[src/rtl/uart_controller_pkg.sv]
// Shared definitions for the UART receiver burst controller.
//   - Command codes recognised in IDLE.
//   - FSM state encoding.
//   - Register-file addresses used for the ALU operands.
package uart_controller_pkg;

    localparam logic [7:0] CMD_WRITE       = 8'hAA;
    localparam logic [7:0] CMD_READ        = 8'hBB;
    localparam logic [7:0] CMD_ALU_OPS     = 8'hCC;
    localparam logic [7:0] CMD_ALU_FUNC    = 8'hDD;
    localparam logic [7:0] CMD_BURST_WRITE = 8'hEE;
    localparam logic [7:0] CMD_BURST_READ  = 8'hFF;

    localparam int ALU_ADDR_A = 0;
    localparam int ALU_ADDR_B = 1;

    typedef enum logic [3:0] {
        S_IDLE,
        S_WR_ADDR,
        S_WR_DATA,
        S_RD_ADDR,
        S_RD_WAIT,
        S_ALU_A,
        S_ALU_B,
        S_ALU_FUNC,
        S_ALU_WAIT,
        S_BW_ADDR,
        S_BW_COUNT,
        S_BW_DATA,
        S_BR_ADDR,
        S_BR_COUNT,
        S_BR_ISSUE,
        S_BR_WAIT
    } state_t;

endpackage

[src/rtl/uart_frame_timeout.sv]
// Inter-byte timeout counter for the UART frame decoder.
// Ports:
//   clk        - clock
//   reset      - synchronous active-high reset
//   count_en_i - count this cycle (frame in progress and block enabled)
//   clear_i    - restart the count (byte accepted or new state entered)
//   expire_o   - single-cycle pulse on the TIMEOUT_CYCLES-th counted cycle
module uart_frame_timeout #(
    parameter int TIMEOUT_CYCLES = 4096
) (
    input  logic clk,
    input  logic reset,
    input  logic count_en_i,
    input  logic clear_i,
    output logic expire_o
);

    localparam int CW = $clog2(TIMEOUT_CYCLES + 1);

    logic [CW-1:0] cnt_q;

    // A clear in the same cycle suppresses expiry, so an arriving byte wins.
    assign expire_o = count_en_i && !clear_i && (cnt_q == CW'(TIMEOUT_CYCLES - 1));

    always_ff @(posedge clk) begin
        if (reset || clear_i) begin
            cnt_q <= '0;
        end else if (count_en_i) begin
            if (expire_o) begin
                cnt_q <= '0;
            end else begin
                cnt_q <= cnt_q + 1'b1;
            end
        end
    end

endmodule

[src/rtl/uart_receiver_burst_controller.sv]
// UART receiver command decoder: turns received bytes into register-file
// writes/reads (single and burst, with address wrap) and ALU requests,
// with inter-byte timeout and frame-error reporting.
// Optional macro FRAME_COUNTERS_EN adds frame_count / error_count outputs.
// Ports:
//   clk, reset                        - clock, synchronous active-high reset
//   enable                            - block enable; low freezes FSM and timeout
//   parallel_data_valid_synchronized  - received byte strobe
//   parallel_data_synchronized        - received byte
//   ALU_result_valid                  - ALU finished its operation
//   read_data_valid                   - read data consumed by the TX path
//   ALU_function, ALU_enable, ALU_clk_enable - ALU control
//   address, write_enable, write_data, read_enable - register-file access
//   frame_error                       - pulse on aborted/illegal frame
//   busy                              - frame in progress
//   frame_count, error_count          - (FRAME_COUNTERS_EN) saturating counters
module uart_receiver_burst_controller
    import uart_controller_pkg::*;
#(
    parameter int DATA_WIDTH          = 8,
    parameter int REGISTER_FILE_DEPTH = 16,
    parameter int ALU_FUNCTION_WIDTH  = 4,
    parameter int TIMEOUT_CYCLES      = 4096,
    parameter int MAX_BURST_LENGTH    = 16,
    localparam int AW = $clog2(REGISTER_FILE_DEPTH)
) (
    input  logic                          clk,
    input  logic                          reset,
    input  logic                          enable,
    input  logic                          parallel_data_valid_synchronized,
    input  logic [DATA_WIDTH-1:0]         parallel_data_synchronized,
    input  logic                          ALU_result_valid,
    input  logic                          read_data_valid,
    output logic [ALU_FUNCTION_WIDTH-1:0] ALU_function,
    output logic                          ALU_enable,
    output logic                          ALU_clk_enable,
    output logic [AW-1:0]                 address,
    output logic                          write_enable,
    output logic [DATA_WIDTH-1:0]         write_data,
    output logic                          read_enable,
    output logic                          frame_error,
    output logic                          busy
`ifdef FRAME_COUNTERS_EN
    ,
    output logic [15:0]                   frame_count,
    output logic [15:0]                   error_count
`endif
);

    state_t                        state_q;
    state_t                        state_prev_q;
    logic [AW-1:0]                 addr_q;        // running burst address
    logic [DATA_WIDTH-1:0]         remain_q;      // burst transfers still to do
    logic [ALU_FUNCTION_WIDTH-1:0] alu_fn_q;
    logic                          alu_en_q;
    logic [AW-1:0]                 address_q;
    logic                          write_enable_q;
    logic [DATA_WIDTH-1:0]         write_data_q;
    logic                          read_enable_q;
    logic                          frame_error_q;
    logic                          busy_q;
    logic                          frame_done_q;  // frame finished cleanly

    logic                  accept;
    logic [DATA_WIDTH-1:0] rx_byte;
    logic                  tmo_expire;
    logic                  tmo_clear;

    function automatic logic [AW-1:0] inc_addr(input logic [AW-1:0] a);
        return (a == AW'(REGISTER_FILE_DEPTH - 1)) ? '0 : a + 1'b1;
    endfunction

    function automatic logic count_ok(input logic [DATA_WIDTH-1:0] c);
        return (c != '0) && (int'(c) <= MAX_BURST_LENGTH);
    endfunction

    assign accept  = enable && parallel_data_valid_synchronized;
    assign rx_byte = parallel_data_synchronized;
    // state_prev_q lags state_q by one cycle, so a mismatch marks a state entry.
    assign tmo_clear = accept || (state_q != state_prev_q);

    uart_frame_timeout #(
        .TIMEOUT_CYCLES(TIMEOUT_CYCLES)
    ) u_timeout (
        .clk       (clk),
        .reset     (reset),
        .count_en_i(enable && (state_q != S_IDLE)),
        .clear_i   (tmo_clear),
        .expire_o  (tmo_expire)
    );

    always_ff @(posedge clk) begin
        if (reset) begin
            state_q        <= S_IDLE;
            state_prev_q   <= S_IDLE;
            addr_q         <= '0;
            remain_q       <= '0;
            alu_fn_q       <= '0;
            alu_en_q       <= 1'b0;
            address_q      <= '0;
            write_enable_q <= 1'b0;
            write_data_q   <= '0;
            read_enable_q  <= 1'b0;
            frame_error_q  <= 1'b0;
            busy_q         <= 1'b0;
            frame_done_q   <= 1'b0;
        end else begin
            write_enable_q <= 1'b0;
            read_enable_q  <= 1'b0;
            frame_error_q  <= 1'b0;
            frame_done_q   <= 1'b0;
            state_prev_q   <= state_q;

            if (enable) begin
                if (tmo_expire) begin
                    frame_error_q <= 1'b1;
                    alu_en_q      <= 1'b0;
                    busy_q        <= 1'b0;
                    state_q       <= S_IDLE;
                end else begin
                    unique case (state_q)
                        S_IDLE: if (accept) begin
                            busy_q <= 1'b1;
                            case (rx_byte)
                                CMD_WRITE:       state_q <= S_WR_ADDR;
                                CMD_READ:        state_q <= S_RD_ADDR;
                                CMD_ALU_OPS:     state_q <= S_ALU_A;
                                CMD_ALU_FUNC:    state_q <= S_ALU_FUNC;
                                CMD_BURST_WRITE: state_q <= S_BW_ADDR;
                                CMD_BURST_READ:  state_q <= S_BR_ADDR;
                                default: begin
                                    frame_error_q <= 1'b1;
                                    busy_q        <= 1'b0;
                                end
                            endcase
                        end
                        S_WR_ADDR: if (accept) begin
                            addr_q  <= rx_byte[AW-1:0];
                            state_q <= S_WR_DATA;
                        end
                        S_WR_DATA: if (accept) begin
                            address_q      <= addr_q;
                            write_data_q   <= rx_byte;
                            write_enable_q <= 1'b1;
                            frame_done_q   <= 1'b1;
                            busy_q         <= 1'b0;
                            state_q        <= S_IDLE;
                        end
                        S_RD_ADDR: if (accept) begin
                            address_q     <= rx_byte[AW-1:0];
                            read_enable_q <= 1'b1;
                            state_q       <= S_RD_WAIT;
                        end
                        S_RD_WAIT: if (read_data_valid) begin
                            frame_done_q <= 1'b1;
                            busy_q       <= 1'b0;
                            state_q      <= S_IDLE;
                        end
                        S_ALU_A: if (accept) begin
                            address_q      <= AW'(ALU_ADDR_A);
                            write_data_q   <= rx_byte;
                            write_enable_q <= 1'b1;
                            state_q        <= S_ALU_B;
                        end
                        S_ALU_B: if (accept) begin
                            address_q      <= AW'(ALU_ADDR_B);
                            write_data_q   <= rx_byte;
                            write_enable_q <= 1'b1;
                            state_q        <= S_ALU_FUNC;
                        end
                        S_ALU_FUNC: if (accept) begin
                            alu_fn_q <= rx_byte[ALU_FUNCTION_WIDTH-1:0];
                            alu_en_q <= 1'b1;
                            state_q  <= S_ALU_WAIT;
                        end
                        S_ALU_WAIT: if (ALU_result_valid) begin
                            alu_en_q     <= 1'b0;
                            frame_done_q <= 1'b1;
                            busy_q       <= 1'b0;
                            state_q      <= S_IDLE;
                        end
                        S_BW_ADDR: if (accept) begin
                            addr_q  <= rx_byte[AW-1:0];
                            state_q <= S_BW_COUNT;
                        end
                        S_BW_COUNT: if (accept) begin
                            if (count_ok(rx_byte)) begin
                                remain_q <= rx_byte;
                                state_q  <= S_BW_DATA;
                            end else begin
                                frame_error_q <= 1'b1;
                                busy_q        <= 1'b0;
                                state_q       <= S_IDLE;
                            end
                        end
                        S_BW_DATA: if (accept) begin
                            address_q      <= addr_q;
                            write_data_q   <= rx_byte;
                            write_enable_q <= 1'b1;
                            addr_q         <= inc_addr(addr_q);
                            remain_q       <= remain_q - 1'b1;
                            if (remain_q == DATA_WIDTH'(1)) begin
                                frame_done_q <= 1'b1;
                                busy_q       <= 1'b0;
                                state_q      <= S_IDLE;
                            end
                        end
                        S_BR_ADDR: if (accept) begin
                            addr_q  <= rx_byte[AW-1:0];
                            state_q <= S_BR_COUNT;
                        end
                        S_BR_COUNT: if (accept) begin
                            if (count_ok(rx_byte)) begin
                                remain_q <= rx_byte;
                                state_q  <= S_BR_ISSUE;
                            end else begin
                                frame_error_q <= 1'b1;
                                busy_q        <= 1'b0;
                                state_q       <= S_IDLE;
                            end
                        end
                        // Bytes arriving during the burst-read phase are dropped.
                        S_BR_ISSUE: begin
                            address_q     <= addr_q;
                            read_enable_q <= 1'b1;
                            state_q       <= S_BR_WAIT;
                        end
                        S_BR_WAIT: if (read_data_valid) begin
                            addr_q   <= inc_addr(addr_q);
                            remain_q <= remain_q - 1'b1;
                            if (remain_q == DATA_WIDTH'(1)) begin
                                frame_done_q <= 1'b1;
                                busy_q       <= 1'b0;
                                state_q      <= S_IDLE;
                            end else begin
                                state_q <= S_BR_ISSUE;
                            end
                        end
                        default: begin
                            busy_q  <= 1'b0;
                            state_q <= S_IDLE;
                        end
                    endcase
                end
            end
        end
    end

    assign ALU_function   = alu_fn_q;
    assign ALU_enable     = alu_en_q;
    assign ALU_clk_enable = alu_en_q;
    assign address        = address_q;
    assign write_enable   = write_enable_q;
    assign write_data     = write_data_q;
    assign read_enable    = read_enable_q;
    assign frame_error    = frame_error_q;
    assign busy           = busy_q;

`ifdef FRAME_COUNTERS_EN
    logic [15:0] frame_count_q;
    logic [15:0] error_count_q;

    function automatic logic [15:0] sat_inc(input logic [15:0] v);
        return (v == 16'hFFFF) ? v : v + 16'd1;
    endfunction

    always_ff @(posedge clk) begin
        if (reset) begin
            frame_count_q <= '0;
            error_count_q <= '0;
        end else begin
            if (frame_done_q) frame_count_q <= sat_inc(frame_count_q);
            if (frame_error_q) error_count_q <= sat_inc(error_count_q);
        end
    end

    assign frame_count = frame_count_q;
    assign error_count = error_count_q;
`else
    logic unused_frame_done;
    assign unused_frame_done = frame_done_q;
`endif

endmodule

[config.mk]
export PLATFORM = sky130hd
export DESIGN_NAME = uart_receiver_burst_controller
export DESIGN_NICKNAME = d
export VERILOG_FILES = /design/src/rtl/uart_controller_pkg.sv /design/src/rtl/uart_frame_timeout.sv /design/src/rtl/uart_receiver_burst_controller.sv
export SDC_FILE = /design/constraint.sdc
export NUM_CORES = 1
export LEC_CHECK = 0
export CORE_UTILIZATION = 61
export DETAILED_ROUTE_END_ITERATION = 10
export PLACE_DENSITY = 0.85
export SETUP_SLACK_MARGIN = 0.1
export SYNTH_ARGS = -nofsm -noshare
export SYNTH_HDL_FRONTEND = slang
export SYNTH_SLANG_ARGS = --single-unit
[constraint.sdc]
create_clock -name clk -period 5.75 [get_ports clk]
set_input_delay 0.8625 -clock clk [delete_from_list [all_inputs] [get_ports clk]]
set_output_delay 0.8625 -clock clk [all_outputs]
set_load 0.1 [all_outputs]
==> metrics.yaml <==
seqCellArea_sq_um: 1081
drc: 0
diodes: 0
powerDensity_nw_per_um2: 177.5
max-slew-margin-rel: 0.3236
power_leakage_nw: 1.364
skew_ns: 0.01262
globalRouteOverflowTotal: 0
seq_area_frac_synth: 0.3262
synth.avg_cell_area_sq_um: 7.836
h-tree-depth: 2
port_buffers: 35
critPathArrivalTime_ns: 3.33
grtUsageMet3: 0.06085
period_share: 0.5430
hp-class: "reg2reg"
drtAntennaViolNets: 0
syn_nets: 441
period_needed_ns: 3.122
tns_ns: 0
finalWirelength_microns: 8090
die_h_microns: 75.71
cts_buffers: 5
worstSkewPairLatency_ns: 0.32
peakVddDrop_uv: 127.7
ff2ff_setup_slack_ns: 2.82
r2r_end: "addr_q[2]"
crit_path_max_fanout: 15
cts.sinks: 54
final_common_cell: "dfxtp_1"
timing.hold.ws_ns: 0.4629
area_growth_pct: 12.16
cts_resized: 0
grtUsageTotal: 0.2990
clockBufferDepth: 2
post_cts_buffers: 0
clk_pin_slew_ns: 0.10
dieWidth_microns: 75.71
grt_pass1_wl_microns: 13090
met2_usage: 0.4663
clock.fmax_ghz: 0.3203
setup_viol: 0
layout_common_cells: "54 x dfxtp_1, 43 x a21oi_1, 42 x nor2_1"
layout-drive-gt1-share: 0.06221
busiest_layer: "met2"
final_cell_area_sq_um: 3717
grt_pass1_vias: 2755
ys.flop_type: "dfxtp_1"
holdBufCountCts: 0
finalNetCount: 451
crit_chain: "clkdlybuf4s50_1 > nor4_1 > mux2_2 > nand2_1 > a211o_1 > a21oi_1 > o221a_2"
routedWlPerCell_microns: 16.05
place.gp.congestion: 0.9338
syn_inst: 423
synth_edf_count: 0
rsz0062_at_grt: "no"
hold_violations: 0
multiInputGateArea_sq_um: 2029
gr-usage-met1: 0.4197
initial_core_util: 0.6408
critPathRequiredTime_ns: 5.96
max_stage_delay_ns: 0.63
finish.utilization: 0.7187
r2r-start: "state_q[2]"
async_flop_share: 0
endpoint: "remain_q[0]"
fill_cells: 421
clock-root-buffer: "clkbuf_8"
viasPerCell: 6.347
yosys_warnings: 0
r2r_cells: 6
synth_area_sq_um: 3314
core-area_sq_um: 5172
first_pass_iters: 5
status: "completed"
critical_path.startpoint: "parallel_data_synchronized[1]"
slew_violations: 0
drt_iter0_drc: 376
worst-slew-pin-transition_ns: 1.011
cts_tree: "done"
die-area_sq_um: 5732
placementRows: 26
placed_cell_area_sq_um: 3620
synth_cell_types: 63
crit_type: "in2reg"
slowest_stage: "clkdlybuf4s50_1"
place.detailed.hpwl_microns: 5565
antenna_found_initial: 0
grt_max_degree: 41
end_kind: "flip-flop"
io-pin-count: 36
ys_ff_latch: 54
drv_cap: 0
dr_total_vias: 3199
crit_path_start_kind: "input pin"
==> worst min-delay path by stage <==
stage	start	to	slack [ns]	cells past startpoint
6_report	address[2]	address[2]	0.46	2
5_1_grt	address[2]	address[2]	0.49	2
4_1_cts	address[2]	address[2]	0.46	2
3_5_place_dp	address[2]	address[2]	0.45	2
3_3_place_gp	u_timeout.cnt_q[12]	u_timeout.cnt_q[12]	0.44	2
2_1_floorplan	u_timeout.cnt_q[12]	u_timeout.cnt_q[12]	0.42	2
==> routing by layer <==
layer,routed length (microns),up-vias
met4,146,0
li1,-,1540
met5,0,-
met2,3664,158
met1,3590,1478
met3,688,23
==> cell type report <==
class	count	share of cell area
clock buffers	5	0.01851
clock inverters	3	0.007741
inverters	11	0.01111
multi-input cells	322	0.5459
flip-flops and latches	54	0.2908
well taps	70	0.02356
repair buffers	39	0.1023
==> per-stage QoR <==
stage	instances	worst slack (ns)	total power, W
3_5_place_dp	496	2.339	0.0004353
4_1_cts	504	2.682	0.0006630
6_report	504	2.628	0.0006597
3_3_place_gp	496	2.429	0.0004344
2_1_floorplan	423	3.141	0.0004176
5_1_grt	504	2.515	0.0006812
==> cell families after synthesis <==
| logic type | after synthesis | share of synthesized area |
|---|---|---|
| mux | 24 | 0.07323 |
| fa+ha+maj | 4 | 0.01510 |
| xor+xnor | 16 | 0.04228 |
| buf+inv | 47 | 0.06153 |
| flops | 54 | 0.3262 |
| compound gates | 111 | 0.2167 |
| simple gates | 167 | 0.2650 |
==> registers in the layout, indices dropped and copies added, names as in the netlist <==
name and count:
ALU_clk_enable 1, busy 1, write_data 8, state_prev_q 4, ALU_function 4, write_enable 1, state_q 4, u_timeout.cnt_q 13
read_enable 1, address 4, addr_q 4, frame_error 1, remain_q 8
==> Yosys cell counts, drive strengths merged (5+ instances only) <==
cell	n	area, sq um
clkbuf	24	90.09
inv	11	41.29
dfxtp	54	1081
a31oi	5	31.28
nand2b	7	43.79
a211oi	7	65.06
nor2b	5	31.28
nor4	6	43.79
mux2i	22	220.2
and3	6	37.54
nand3	9	45.04
and4	5	48.80
o211ai	5	37.54
nor3	14	70.07
buf	12	72.57
a21oi	43	215.2
nor2	42	157.7
o21ai	21	105.1
xor2	13	113.9
nand2	40	150.1
==> critical path: cells and delay by family <==
kind                   cells  cell delay, ns
multiplexers               1            0.43
buffers and inverters      1            0.63
AO/OA/AOI/OAI              3            0.78
AND/OR/NAND/NOR            2            0.62
==> power breakdown <==
group | switching (W) | leakage (nW) | internal, W
clock | 0.000140 | 0.0506 | 0.0000915
combinational | 0.0000340 | 0.879 | 0.0000191
sequential | 0.000000260 | 0.435 | 0.000374
total | 0.000175 | 1.36 | 0.000485
Power figures use the tool's default switching activity.
==> RTL edit, RTL diff (same settings) <==
`TIMEOUT_CYCLES` is set to 4096 in 2 places; all go to 8192.
--- a/src/rtl/uart_frame_timeout.sv
+++ b/src/rtl/uart_frame_timeout.sv
@@ -6,7 +6,7 @@
 //   clear_i    - restart the count (byte accepted or new state entered)
 //   expire_o   - single-cycle pulse on the TIMEOUT_CYCLES-th counted cycle
 module uart_frame_timeout #(
-    parameter int TIMEOUT_CYCLES = 4096
+    parameter int TIMEOUT_CYCLES = 8192
 ) (
     input  logic clk,
     input  logic reset,
--- a/src/rtl/uart_receiver_burst_controller.sv
+++ b/src/rtl/uart_receiver_burst_controller.sv
@@ -20,7 +20,7 @@
     parameter int DATA_WIDTH          = 8,
     parameter int REGISTER_FILE_DEPTH = 16,
     parameter int ALU_FUNCTION_WIDTH  = 4,
-    parameter int TIMEOUT_CYCLES      = 4096,
+    parameter int TIMEOUT_CYCLES      = 8192,
     parameter int MAX_BURST_LENGTH    = 16,
     localparam int AW = $clog2(REGISTER_FILE_DEPTH)
 ) (
Check against the original RTL: same outputs for any inputs over 4 cycles, from zero or initial values and one cycle with reset high; that may be too few to reach the edited logic, so the function may still have changed.
==> RTL edit against the unedited design <==
  * Utilization up 0.44 points
  * Sequential share of layout area up 0.17 points
  * Worst hold slack gained 0.014 ns
  * Fmax decreased by 7.0%
  * Sequential cell count increased by 1
  * Critical path type unchanged
  * Synthesized area grew 1.0%
  * Worst setup slack worse by 0.23 ns
  * Cell area grew 1.2%
  * Via count down 0.25%
  * Wire length decreased by 1.4%
  * Largest cell class unchanged
  * Cell count rose by 1.6%
  * Total power increased by 2.9%
  * First-iteration DRC count down 8.2%
==> RTL edit: results (changes against the unedited design) <==
status=finished, final reports clean; Peak supply drop=159 uV (+24%); DP Wirelength=5.49 mm (-1.3%); final setup skew=0.0133 ns (+0.000725 ns); Lkg Pwr=1.33 nW (-2.5%); Synth Net Count=447 (+1.4%); GRT Total Usage=28.1% (-1.8 points); pin count of the biggest net entering global routing=43 (+4.9%); synth top area cells=dfxtp_1 33%, nor2_1 7.0%, mux2i_1 5.1%; max FFs per register=14 (+1); total length of routed wires=7.98 mm (-1.4%); H-tree depth=2 (unchanged); Setup Fix Bufs, Post-CTS=0 (unchanged); Root Buffer=clkbuf_8; vias in the first global route=2879 (+4.5%); IO buf count=35 (unchanged); Commonest cells post-synth=62 x nor2_1, 55 x dfxtp_1, 39 x nand2_1, 28 x a21oi_1, 19 x o21ai_0; sequential share of the synthesized area=32.9% (+0.27 points); Async S/R FF share, synth=0% (unchanged); Distinct cells, synth=66 (+4.8%); Critical Path AT=3.56 ns (+0.23 ns); layout cells sized above 1=4.98% (-1.2 points); Rel. slew slack=32.5% (+0.14 points); vias per cell=6.23 (-1.8%); Reg clk slew, reported paths=0.10 ns (about the same); most flop-heavy register=u_timeout.cnt_q; RD Place Congestion=0.885 (-5.3%); Worst Hold Class=reg -> reg; First DRT Iteration DRCs=345 (-8.2%); global-route wire length before repair=13.3 mm (+1.3%); router iterations before antenna repair=5 (unchanged); fin nets=460 (+2.0%); worst-path fanout max=14 (-1)
[RTL edit: cell type report]
cell class | count | area (um2)
multi-input cells | 334 | 2060
well taps | 70 | 87.6
fillers | 450 | 1440
clock buffers | 5 | 68.8
inverters | 7 | 26.3
repair buffers | 39 | 380
flip-flops and latches | 55 | 1100
clock inverters | 2 | 37.5
[RTL edit: path summary, 6_finish.rpt]
| path | startpoint | to | slack (ns) |
|---|---|---|---|
| max | enable | remain_q[1] | 2.39 |
| min | address[0] | address[0] | 0.48 |
| min reg2reg | address[0] | address[0] | 0.48 |
| max reg2reg | state_q[1] | remain_q[1] | 2.76 |
[RTL edit: through the flow]
stage          area [um2]  worst slack [ns]  instances
2_1_floorplan        3350              3.24        429
6_report             3760              2.39        512
5_1_grt              3760              2.26        512
3_3_place_gp         3660              2.15        505
3_5_place_dp         3660              2.09        505
4_1_cts              3760              2.43        512
[RTL edit: routing by layer]
metal | track usage [%] | vias to the layer above | wire length [um]
li1 | - | 1549 | -
met1 | 36.8 | 1463 | 3550
met2 | 44.8 | 155 | 3580
met3 | 5.87 | 24 | 644
met4 | 12.3 | 0 | 208
met5 | 0 | - | 0
[RTL edit: report_power, final]
group / internal [mW] / total, mW / switching, mW
clock: 0.127 / 0.251 / 0.124
combinational: 0.0171 / 0.0467 / 0.0296
sequential: 0.381 / 0.381 / 0.000368
[RTL edit: kinds of logic (layout without fill, tap and decap cells)]
kind of cell | after synthesis | in the layout | synth area share (%)
compound gates | 101 | 101 | 19.8
xor+xnor | 22 | 22 | 5.76
fa+ha+maj | 4 | 4 | 1.49
buf+inv | 40 | 53 | 5.53
flops | 55 | 55 | 32.9
mux | 19 | 19 | 5.75
simple gates | 188 | 188 | 28.8
[RTL edit: critical path, cell delays in order]
cell,delay [ns]
clkdlybuf4s50_1,0.83
and3_1,0.31
nand4_4,0.13
or4_1,0.76
nand4_2,0.37
mux2i_1,0.24
nor2_1,0.05
